**config.mk**
```make
export PLATFORM = sky130hd
export DESIGN_NAME = led_chain_driver
export DESIGN_NICKNAME = d
export VERILOG_FILES = /design/src/rtl/led_chain_driver_pkg.sv /design/src/rtl/led_chain_driver_frame_timer.sv /design/src/rtl/led_chain_driver.sv
export SDC_FILE = /design/constraint.sdc
export NUM_CORES = 1
export LEC_CHECK = 0
export ABC_AREA = 1
export CORE_ASPECT_RATIO = 0.7
export CORE_MARGIN = 5
export CORE_UTILIZATION = 40
export CTS_CLUSTER_SIZE = 28
export DETAILED_ROUTE_END_ITERATION = 10
export PLACE_DENSITY_LB_ADDON = 0.1
export SLEW_MARGIN = 40
export SYNTH_ARGS = -nofsm -noshare
export SYNTH_HDL_FRONTEND = slang
export SYNTH_SLANG_ARGS = --single-unit
```
**constraint.sdc**
```tcl
create_clock -name i_clk -period 3.8 [get_ports i_clk]
set_clock_uncertainty 0.2 [all_clocks]
set_input_delay 0.76 -clock i_clk [delete_from_list [all_inputs] [get_ports i_clk]]
set_output_delay 0.76 -clock i_clk [all_outputs]
set_load 0.01 [all_outputs]
```
**src/rtl/led_chain_driver_pkg.sv**
```systemverilog
// Shared types and constants for the LED chain driver.
package led_chain_driver_pkg;

  // Channels on one LED driver board.
  localparam int unsigned ChPerBoard = 32;

  typedef enum logic [2:0] {
    StIdle,
    StFetch,
    StLoad,
    StShift,
    StLatch
  } state_e;

  // Clocks needed to stream and latch one complete frame.
  function automatic int unsigned frame_len(input int unsigned ch, input int unsigned bpc,
                                            input int unsigned lat_cycles);
    return ch * (2 + 2 * bpc) + lat_cycles + 1;
  endfunction

endpackage

```
**src/rtl/led_chain_driver_frame_timer.sv**
```systemverilog
// Free-running frame timer: counts 0..c_period-1 while enabled and ticks on the wrap.
// Disabling clears and holds the count.
module led_chain_driver_frame_timer #(
  parameter int unsigned c_period = 16666
) (
  input  logic i_clk,
  input  logic i_rst_n,
  input  logic i_en,
  output logic o_tick
);

  localparam int unsigned CntW = (c_period > 1) ? $clog2(c_period) : 1;
  localparam logic [CntW-1:0] LastCnt = CntW'(c_period - 1);

  logic [CntW-1:0] cnt_q, cnt_d;

  assign o_tick = i_en && (cnt_q == LastCnt);

  // Next count: wrap on tick, clear while disabled.
  always_comb begin
    cnt_d = cnt_q;
    if (!i_en || o_tick) begin
      cnt_d = '0;
    end else begin
      cnt_d = cnt_q + CntW'(1);
    end
  end

  // Counter register.
  always_ff @(posedge i_clk or negedge i_rst_n) begin
    if (!i_rst_n) begin
      cnt_q <= '0;
    end else begin
      cnt_q <= cnt_d;
    end
  end

endmodule

```
**src/rtl/led_chain_driver.sv**
```systemverilog
// Streams one frame per timer tick into c_chains parallel daisy-chained LED driver strings
// sharing one shift clock and one latch. Channels go out highest address first.
// Optional feature: define DRIVER_BLANK_EN to add o_blank (high through the latch window
// plus one clock, and while in reset).
module led_chain_driver
  import led_chain_driver_pkg::*;
#(
  parameter int unsigned c_chains       = 2,
  parameter int unsigned c_ledboards    = 15,
  parameter int unsigned c_ch           = c_ledboards * ChPerBoard,
  parameter int unsigned c_bpc          = 12,
  parameter int unsigned c_frame_period = 16666,
  parameter int unsigned c_lat_cycles   = 2,
  // Lets a deliberately short period elaborate so tick overruns can be exercised.
  parameter bit          c_allow_overrun = 1'b0,
  localparam int unsigned c_addr_w      = (c_ch > 1) ? $clog2(c_ch) : 1
) (
  input  logic                      i_clk,
  input  logic                      i_rst_n,
  input  logic                      i_en,
  input  logic [c_chains*c_bpc-1:0] i_data,
  output logic [c_addr_w-1:0]       o_addr,
  output logic                      o_rd,
  output logic                      o_sclk,
  output logic [c_chains-1:0]       o_dai,
  output logic                      o_lat,
  output logic                      o_frame_done,
`ifdef DRIVER_BLANK_EN
  output logic                      o_blank,
`endif
  output logic                      o_overrun
);

  localparam int unsigned BitW = (c_bpc > 1) ? $clog2(c_bpc) : 1;
  localparam int unsigned LatW = (c_lat_cycles > 1) ? $clog2(c_lat_cycles) : 1;
  localparam logic [c_addr_w-1:0] LastCh  = c_addr_w'(c_ch - 1);
  localparam logic [BitW-1:0]     LastBit = BitW'(c_bpc - 1);
  localparam logic [LatW-1:0]     LastLat = LatW'(c_lat_cycles - 1);

  if (!c_allow_overrun && (c_frame_period < frame_len(c_ch, c_bpc, c_lat_cycles)))
  begin : g_bad_period
    $error("c_frame_period is shorter than one frame");
  end
  if (c_lat_cycles < 1) begin : g_bad_lat
    $error("c_lat_cycles must be at least 1");
  end

  state_e              state_q, state_d;
  logic                pending_q, pending_d;
  logic [c_addr_w-1:0] ch_q, ch_d;
  logic [BitW-1:0]     bit_q, bit_d;
  logic                phase_q, phase_d;
  logic [LatW-1:0]     lat_cnt_q, lat_cnt_d;
  logic [c_addr_w-1:0] addr_q, addr_d;
  logic                rd_q, rd_d;
  logic                sclk_q, sclk_d;
  logic                lat_q, lat_d;
  logic                done_q, done_d;
  logic                ovr_q, ovr_d;
  logic [c_chains-1:0] dai_q, dai_d;
  logic                load, shift, tick;

  led_chain_driver_frame_timer #(
    .c_period(c_frame_period)
  ) u_timer (
    .i_clk  (i_clk),
    .i_rst_n(i_rst_n),
    .i_en   (i_en),
    .o_tick (tick)
  );

  // Sequencer next state: fetch/load/shift per channel, then latch the whole frame.
  always_comb begin
    state_d   = state_q;
    pending_d = pending_q;
    ch_d      = ch_q;
    bit_d     = bit_q;
    phase_d   = phase_q;
    lat_cnt_d = lat_cnt_q;
    addr_d    = addr_q;
    rd_d      = 1'b0;
    sclk_d    = 1'b0;
    lat_d     = 1'b0;
    done_d    = 1'b0;
    load      = 1'b0;
    shift     = 1'b0;
    // A tick that finds one already pending is dropped, not queued.
    ovr_d     = tick && pending_q;
    if (tick && !pending_q) begin
      pending_d = 1'b1;
    end
    case (state_q)
      StIdle: begin
        if (pending_q) begin
          pending_d = 1'b0;
          ch_d      = LastCh;
          addr_d    = LastCh;
          rd_d      = 1'b1;
          state_d   = StFetch;
        end
      end
      StFetch: state_d = StLoad;
      StLoad: begin
        load    = 1'b1;
        bit_d   = '0;
        phase_d = 1'b0;
        state_d = StShift;
      end
      StShift: begin
        if (!phase_q) begin
          phase_d = 1'b1;
          sclk_d  = 1'b1;
        end else begin
          phase_d = 1'b0;
          if (bit_q != LastBit) begin
            bit_d = bit_q + BitW'(1);
            shift = 1'b1;
          end else if (ch_q != '0) begin
            ch_d    = ch_q - c_addr_w'(1);
            addr_d  = ch_q - c_addr_w'(1);
            rd_d    = 1'b1;
            state_d = StFetch;
          end else begin
            lat_d     = 1'b1;
            done_d    = 1'b1;
            lat_cnt_d = '0;
            state_d   = StLatch;
          end
        end
      end
      StLatch: begin
        if (lat_cnt_q == LastLat) begin
          state_d = StIdle;
        end else begin
          lat_cnt_d = lat_cnt_q + LatW'(1);
          lat_d     = 1'b1;
        end
      end
      default: state_d = StIdle;
    endcase
  end

  // Per-string shift registers; serial data is forced low outside SHIFT.
  for (genvar k = 0; k < c_chains; k++) begin : g_chain
    logic [c_bpc-1:0] sr_q, sr_d;

    assign sr_d = load  ? i_data[k*c_bpc +: c_bpc] :
                  shift ? (sr_q << 1) : sr_q;
    assign dai_d[k] = (state_d == StShift) ? sr_d[c_bpc-1] : 1'b0;

    // Shift register state.
    always_ff @(posedge i_clk or negedge i_rst_n) begin
      if (!i_rst_n) begin
        sr_q <= '0;
      end else begin
        sr_q <= sr_d;
      end
    end
  end

  // Sequencer state and registered outputs.
  always_ff @(posedge i_clk or negedge i_rst_n) begin
    if (!i_rst_n) begin
      state_q   <= StIdle;
      pending_q <= 1'b0;
      ch_q      <= '0;
      bit_q     <= '0;
      phase_q   <= 1'b0;
      lat_cnt_q <= '0;
      addr_q    <= '0;
      rd_q      <= 1'b0;
      sclk_q    <= 1'b0;
      lat_q     <= 1'b0;
      done_q    <= 1'b0;
      ovr_q     <= 1'b0;
      dai_q     <= '0;
    end else begin
      state_q   <= state_d;
      pending_q <= pending_d;
      ch_q      <= ch_d;
      bit_q     <= bit_d;
      phase_q   <= phase_d;
      lat_cnt_q <= lat_cnt_d;
      addr_q    <= addr_d;
      rd_q      <= rd_d;
      sclk_q    <= sclk_d;
      lat_q     <= lat_d;
      done_q    <= done_d;
      ovr_q     <= ovr_d;
      dai_q     <= dai_d;
    end
  end

`ifdef DRIVER_BLANK_EN
  logic blank_q, blank_d;

  // Blank spans the latch pulse plus one clock after it falls.
  assign blank_d = lat_d | lat_q;

  // Blank register; held high through reset.
  always_ff @(posedge i_clk or negedge i_rst_n) begin
    if (!i_rst_n) begin
      blank_q <= 1'b1;
    end else begin
      blank_q <= blank_d;
    end
  end

  assign o_blank = blank_q;
`endif

  assign o_addr       = addr_q;
  assign o_rd         = rd_q;
  assign o_sclk       = sclk_q;
  assign o_dai        = dai_q;
  assign o_lat        = lat_q;
  assign o_frame_done = done_q;
  assign o_overrun    = ovr_q;

endmodule

```
==> metrics.md, run 1 <==
| Metric | Value |
|---|---|
| Status | finished clean |
| Fin cells | between 500 and 600 |
| Core Box Area | 7940 µm² |
| Endpoints failing setup | 0 |
| Avg WL per Cell | ~13 µm |
| Placer Congestion | 0.828 |
| Most common cell after layout, fill and taps aside | nand2_1 |
| Clock Latency Late Sink | 0.33 ns |
| Critical path's largest stage delay | 0.58 ns |
| Cells after Synth | 393 |
| Site Rows | 27 |
| Grt ovf | 0 |
| Post-CTS Hold Buffers | 0 |
| Antenna viol nets, final | 0 |
| Die ar. | 10,200 µm² |
| Most frequent cells in the layout | 109 x nand2_1, 65 x dfrtp_1, 55 x nor2_1 |
| CTS Sinks | 65 |
| Data arrival, critical path | 1.36 ns |
| Inserted Diodes | 0 |
| Horiz. Die Dim | 118 µm |
| Drt total wl | 7080 µm |
| Area Growth Syn to Fin | 25.4% |
| Synth unique cells | 34 |
| Sequential cell area fraction in the yosys report | 0.494 |
| Vias | approximately 2.6k |
| Simple logic cell fraction of the synthesized area | 0.315 |
| Data required time at the worst endpoint | 2.84 ns |
| Post-Syn Nets | 425 |
| Final hold vios | 0 |
| Via density | 4.80 |
| Leak | 1.86 nW |
| DRT Pass-1 Iters | 4 |
| RSZ-0062 raised after global routing | no |
| Mapped Area | 3290 µm² |
| Max Freq | 0.432 GHz |
| Number of synthesized register bits | 65 |
| Slowest CP cell | clkdlybuf4s50_1 |
| DP Cell Count | 527 |
| Critical path type | reg -> out |
| Post-place setup slack | 1.71 ns |
| Pins Over Slew Limit | 0 |
| Fraction of layout cells with a size suffix above 1 | 0.124 |
| Setup crit end kind | output port |
| Max_cap viols | 0 |
| Multiplexer share of the synthesized area | 0 |
| Pin count of the biggest net entering global routing | 66 |
| Clk slew on worst S/H paths | 0.06 ns |
| Synth Area in XOR/XNOR | 0.0239 |
| Total CTS buffers | 9 |
| I/O Buffers | 42 |
| Num ports | 43 |
| Post CTS Setup Buffer Count | 0 |
| Final HPWL DP | 4890 µm |
| DR DRC count | 0 |
| Tcrit/Tclk final | 0.609 |
| CTS tree | built |
| Max FO, Critical Path | 6 |
| Yosys warning total | 0 |
| First-pass GRT wire length | 12,200 µm |
| Initial antenna violation count | 0 |
| Main combinational cell family by area after synthesis | simple AND/OR/NAND/NOR gates |
| Compound-Gate Fraction of Synth Area | 0.0775 |
| Fin nets | approximately 470 |
| Max Buffers Root-to-Sink | 2 |
| Crit-path cells | clkdlybuf4s50_1 |
| Hold Crit Class | reg -> reg |
| Setup TNS | 0 ns |
| CP startpoint kind | register |
| Synth Area per Inst | 8.38 µm² |
| Crit path buf inv count | 1 |
| CP top delay family | buffers and inverters |
| Worst-margin pin slew | just under 0.8 ns |
| Period minus WS final | 2.32 ns |
| Setup ws final | 1.48 ns |
| 1st-iter DRT viols | 144 |
| Initial core utilization | 0.415 |
| Reg2Reg Setup Slack | between 1.5 and 2 ns |
| Vias in the first global route | 2,531 |
| Post-Synth Adder-Cell Area | 0.0190 |
| Resize count post-CTS | 0 |
| Layout Utilization | 0.520 |
| Worst slew margin | 0.482 |
| PwrDens | 417 nW/µm² |
| VDD IR max | 198 µV |
| Overall routing resource usage | 0.148 |
| CTS root buffer | clkbuf_16 |
| Filler cell count | around 740 |
| Htree depth | 3 |
| Die height | 85.9 µm |
synth_stat cells (all sizes together):
| library cell | instances | area share |
|---|---|---|
| nand3 | 36 | 0.062 |
| ha | 5 | 0.019 |
| nand3b | 1 | 0.0023 |
| o211ai | 18 | 0.055 |
| a21boi | 1 | 0.0023 |
| nand2 | 121 | 0.15 |
| clkbuf | 2 | 0.0023 |
| nor2 | 58 | 0.074 |
| o21ai | 7 | 0.011 |
| nand4 | 6 | 0.013 |
| buf | 8 | 0.019 |
| o22ai | 2 | 0.0038 |
| inv | 42 | 0.049 |
| xor2 | 8 | 0.021 |
| xnor2 | 1 | 0.0027 |
| nor3 | 3 | 0.0046 |
| a21oi | 4 | 0.0061 |
| or2 | 5 | 0.0095 |
| dfrtp | 65 | 0.49 |
registers in the layout, summed over array words and instances (netlist names):
name,cells
bit_q,4
g_chain.sr_q,24
lat_cnt_q,1
o_addr,9
o_dai,2
o_frame_done,1
o_lat,1
o_overrun,1
o_rd,1
o_sclk,1
pending_q,1
phase_q,1
state_q,3
u_timer.cnt_q,15
report_power, final:
group | total (mW) | switching, mW | leakage, nW | internal (mW)
registers | 0.698 | 0.00299 | 0.791 | 0.695
logic | 0.0505 | 0.0237 | 0.901 | 0.0268
clock network | 0.973 | 0.312 | 0.165 | 0.661
total | 1.72 | 0.339 | 1.86 | 1.38
path summary, 6_finish.rpt:
path / cells past startpoint / end / startpoint
hold / removal: 2 / g_chain[1].sr_q[10] / g_chain[1].sr_q[10]
setup / recovery: 1 / o_addr[2] / o_addr[2]
hold reg to reg: 2 / g_chain[1].sr_q[10] / g_chain[1].sr_q[10]
max in group asynchronous: 2 / lat_cnt_q / i_rst_n
min in group asynchronous: 2 / g_chain[0].sr_q[1] / i_rst_n
setup reg to reg: 6 / g_chain[0].sr_q[8] / state_q[0]
cell type report:
class	count	area [µm²]	area share
well taps	101	126	0.0306
flip-flops and latches	65	1630	0.394
inverters	42	163	0.0394
repair buffers	43	427	0.103
multi-input cells	276	1440	0.347
clock buffers	10	239	0.0579
clock inverters	6	114	0.0276
metal layers:
metal	up-vias	global-route usage	wire [µm]
li1	1346	-	-
met1	1203	0.223	3860
met5	-	0	0
met3	6	0.0527	308
met2	49	0.202	2870
met4	0	0.0340	42
cell families after synthesis:
group / after synthesis
AOI/OAI and AO/OA: 32
xor gates and xnor gates: 9
adders and majority gates: 5
buffers and inverters: 52
DFF: 65
and+or+nand+nor: 230
through the flow:
step           instance area (µm²)  power [mW]  hold WS (ns)
2_1_floorplan                 3290       0.718         0.252
3_5_place_dp                  3780       0.762         0.280
4_1_cts                       4130        1.74         0.297
6_report                      4130        1.72         0.294
3_3_place_gp                  3770       0.762         0.280
5_1_grt                       4130        1.77         0.315
(Power assumes the default switching activity.)
==> run 2: changes to the inputs <==
==> constraint.sdc (replaced) <==
create_clock -name i_clk -period 2.4 [get_ports i_clk]
set_clock_uncertainty 0.2 [all_clocks]
set_input_delay 0.48 -clock i_clk [delete_from_list [all_inputs] [get_ports i_clk]]
set_output_delay 0.48 -clock i_clk [all_outputs]
set_load 0.01 [all_outputs]
==> metrics.md, run 2 (same netlist as run 1, synthesis figures left out) <==
| Metric | Value |
|---|---|
| Status | finished clean |
| Inserted Diodes | 0 |
| Largest register FFs | 24 |
| 1st-iter DRT viols | 123 |
| Worst-margin pin slew | 0.511 ns |
| CP top delay family | buffers and inverters |
| Initial antenna violation count | 0 |
| Vias in the first global route | roughly 2.7k |
| CP startpoint kind | register |
| Hold Crit Class | reg -> reg |
| DR DRC count | 0 |
| Period minus WS final | 2.04 ns |
| CTS Sinks | 65 |
| Horiz. Die Dim | 118 µm |
| PwrDens | 596 nW/µm² |
| Worst slew margin | 0.658 |
| Max Freq | 0.491 GHz |
| Fin nets | 472 |
| Antenna viol nets, final | 0 |
| RSZ-0062 raised after global routing | no |
| Data arrival, critical path | 1.36 ns |
| Setup crit end kind | output port |
| Leak | 1.85 nW |
| DRT Pass-1 Iters | 4 |
| Tot Pwr | 2.44 mW |
| Crit-path cells | clkdlybuf4s50_1 |
| Drt total wl | 6930 µm |
| Placed cell area | 3800 µm² |
| Num ports | 43 |
| Vias | around 2.6k |
| CTS root buffer | clkbuf_16 |
| Placer Congestion | 0.803 |
| Data required time at the worst endpoint | 1.72 ns |
| Largest register by flop count | g_chain.sr_q |
| Final HPWL DP | 4870 µm |
| VDD IR max | 367 µV |
| Overall routing resource usage | 0.155 |
| Crit path buf inv count | 1 |
| Slowest CP cell | clkdlybuf4s50_1 |
| I/O Buffers | 42 |
| Pins Over Slew Limit | 0 |
| Final hold vios | 0 |
| Fraction of layout cells with a size suffix above 1 | 0.122 |
| Max_cap viols | 0 |
| Site Rows | 27 |
| Most frequent cells in the layout | 109 x nand2_1, 65 x dfrtp_1, 55 x nor2_1 |
| Endpoints failing setup | 0 |
| Critical path's largest stage delay | 0.58 ns |
| Tcrit/Tclk final | 0.849 |
| Pin count of the biggest net entering global routing | 66 |
| Max Buffers Root-to-Sink | 2 |
| Grt ovf | 0 |
| Final instance area | 4090 µm² |
| Via density | 4.82 |
| CTS tree | built |
| Most common cell after layout, fill and taps aside | nand2_1 |
| Core Box Area | 7940 µm² |
| Htree depth | 3 |
| Critical path type | reg -> out |
| First-pass GRT wire length | 12,500 µm |
| Setup TNS | 0 ns |
| Clk slew on worst S/H paths | 0.05 ns |
| Final hold slack | about 0.28 ns |
| Die height | about 86 µm |
| Resize count post-CTS | 0 |
| Initial core utilization | 0.415 |
| Max FO, Critical Path | 6 |
| Filler cell count | 773 |
| Area Growth Syn to Fin | 24.2% |
| Total CTS buffers | 9 |
| Avg WL per Cell | 12.7 µm |
| Die ar. | 10,200 µm² |
| Clock Latency Late Sink | 0.34 ns |
[run 2: area by class of cell]
cell class | instances | area (µm²) | area share
multi-input cells | 276 | 1440 | 0.351
inverters | 42 | 163 | 0.0398
well taps | 101 | 126 | 0.0309
clock inverters | 4 | 45.0 | 0.0110
repair buffers | 46 | 460 | 0.113
clock buffers | 11 | 233 | 0.0569
flip-flops and latches | 65 | 1630 | 0.398
[run 2: worst paths after layout]
path	end	start	slack, ns	cells past startpoint
setup / recovery	o_addr[2]	o_addr[2]	0.36	1
hold / removal	g_chain[0].sr_q[10]	g_chain[0].sr_q[10]	0.28	2
setup reg to reg	g_chain[1].sr_q[3]	state_q[0]	0.45	7
hold reg to reg	g_chain[0].sr_q[10]	g_chain[0].sr_q[10]	0.28	2
max in group asynchronous	o_lat	i_rst_n	1.23	3
min in group asynchronous	g_chain[0].sr_q[2]	i_rst_n	0.47	3
[run 2: what timing repair did]
item                      CTS  global route
setup buffers               0             0
hold buffers                1             0
hold endpoints to repair   65             0
[run 2: metrics by stage]
| step | instances | worst slack (ns) | utilization |
|---|---|---|---|
| after floorplan | 393 | 0.731 | - |
| after global placement | 529 | 0.478 | 0.479 |
| after detailed placement | 529 | 0.433 | 0.479 |
| after CTS | 545 | 0.355 | 0.515 |
| after global routing | 545 | 0.290 | 0.515 |
| final | 545 | 0.363 | 0.515 |
[run 2: metal layers]
layer,up-vias,routed length (µm),GRT usage
met1,1224,3610,0.210
met2,48,2800,0.222
met3,10,418,0.0659
met5,-,0,0
li1,1345,-,-
met4,0,102,0.0536
[run 2: report_power, final]
group	total [mW]	switching [mW]	leakage, nW	internal (mW)
Combinational	0.0821	0.0368	0.919	0.0452
Sequential	1.11	0.00457	0.791	1.10
Clock	1.25	0.457	0.139	0.792
==> run 3: changes to the inputs <==
==> constraint.sdc (replaced) <==
create_clock -name i_clk -period 1.83 [get_ports i_clk]
set_clock_uncertainty 0.2 [all_clocks]
set_input_delay 0.366 -clock i_clk [delete_from_list [all_inputs] [get_ports i_clk]]
set_output_delay 0.366 -clock i_clk [all_outputs]
set_load 0.01 [all_outputs]
==> metrics.md, run 3 (same netlist as run 1, synthesis figures left out) <==
| Metric | Value |
|---|---|
| Num ports | 43 |
| Status | finished clean |
| Die height | 85.9 µm |
| Most common cell after layout, fill and taps aside | nand2_1 |
| Horiz. Die Dim | approximately 120 µm |
| Fin nets | 487 |
| DP Cell Count | 541 |
| Vias | 2,668 |
| Data arrival, critical path | 1.21 ns |
| Most frequent cells in the layout | 109 x nand2_1, 63 x dfrtp_1, 55 x nor2_1 |
| DRT Pass-1 Iters | 4 |
| Data required time at the worst endpoint | between 1 and 1.5 ns |
| Final hold slack | 0.288 ns |
| Tcrit/Tclk final | 0.972 |
| VDD IR max | between 500 and 600 µV |
| Htree depth | 3 |
| Total CTS buffers | 9 |
| Vias in the first global route | 2,595 |
| Fin cells | 559 |
| CTS tree | built |
| Largest register FFs | 24 |
| Multi-input combinational cell area | 1450 µm² |
| Clock Latency Late Sink | 0.32 ns |
| Layout Utilization | 0.532 |
| Tot Pwr | 3.21 mW |
| RSZ-0062 raised after global routing | yes |
| CTS Sinks | 65 |
| Setup ws final | 0.0514 ns |
| Endpoints failing setup | 0 |
| Grt ovf | 0 |
| Worst slew margin | 0.765 |
| Crit-path cells | clkdlybuf4s50_1 |
| Max Freq | 0.562 GHz |
| Placer Congestion | 0.820 |
| I/O Buffers | 42 |
| Pins Over Slew Limit | 0 |
| Placed cell area | 3890 µm² |
| Initial antenna violation count | 0 |
| Fraction of layout cells with a size suffix above 1 | 0.155 |
| Setup TNS | 0 ns |
| Leak | 1.98 nW |
| Setup crit end kind | output port |
| Clk slew on worst S/H paths | roughly 0.05 ns |
| Avg WL per Cell | between 10 and 15 µm |
| Critical path type | reg -> out |
| Final HPWL DP | 5110 µm |
| Max FO, Critical Path | 2 |
| Worst-margin pin slew | about 0.35 ns |
| Slowest CP cell | clkdlybuf4s50_1 |
| Initial core utilization | 0.415 |
| Core Box Area | 7940 µm² |
| 1st-iter DRT viols | 135 |
| Max Buffers Root-to-Sink | 2 |
| Reg2Reg Setup Slack | 0.13 ns |
| CP top delay family | buffers and inverters |
| Pin count of the biggest net entering global routing | 66 |
| Max_cap viols | 0 |
| Drt total wl | 7130 µm |
| Inserted Diodes | 0 |
| Overall routing resource usage | 0.155 |
| Area Growth Syn to Fin | 28.3% |
| DR DRC count | 0 |
| PwrDens | 761 nW/µm² |
| Post-place setup slack | 0.0386 ns |
| Antenna viol nets, final | 0 |
| Final hold vios | 0 |
| CP startpoint kind | register |
| Die ar. | 10,200 µm² |
| Site Rows | 27 |
| Filler cell count | 748 |
| Period minus WS final | 1.78 ns |
| Crit path buf inv count | 1 |
| Via density | 4.77 |
| CTS root buffer | clkbuf_16 |
| Hold Crit Class | reg -> reg |
| Critical path's largest stage delay | 0.54 ns |
| Largest register by flop count | g_chain.sr_q |
| First-pass GRT wire length | about 13,000 µm |
| Final instance area | 4230 µm² |
| Sequential Area | 1630 µm² |
## run 3: cell type report
cell class,instances,area share
sequential,65,0.386
clock buffer,11,0.0574
inverter,42,0.0391
timing repair buffer,61,0.135
multi-input combinational,276,0.343
tap,101,0.0299
clock inverter,3,0.0101
## run 3: power by group
part,total (mW),leakage [nW],internal [mW],switching (mW)
sequential,1.45,0.788,1.44,0.00576
clock,1.65,0.137,1.07,0.582
combinational,0.110,1.06,0.0607,0.0490
## run 3: routing by layer
metal  global-route usage  vias up  routed length, µm
li1                     -     1383                  -
met1                0.237     1216               3830
met5                    0        -                  0
met3               0.0494        8                364
met4               0.0463        0                 66
met2                0.207       61               2870
## run 3: path summary, 6_finish.rpt
check / from / depth (start not counted) / end
setup reg to reg: bit_q[0] / 6 / g_chain[0].sr_q[8]
min in group asynchronous: i_rst_n / 3 / g_chain[0].sr_q[0]
hold / removal: g_chain[0].sr_q[10] / 2 / g_chain[0].sr_q[10]
setup / recovery: o_addr[3] / 1 / o_addr[3]
hold reg to reg: g_chain[0].sr_q[10] / 2 / g_chain[0].sr_q[10]
max in group asynchronous: i_rst_n / 3 / o_addr[4]
## run 3: what timing repair did
item | CTS | global route
hold buffers | 1 | 0
cloned | 0 | 0
endpoints found under the hold margin | 65 | 0
setup buffers | 3 | 0
endpoints found under the setup margin | 8 | 12
resized for setup | 7 | 5
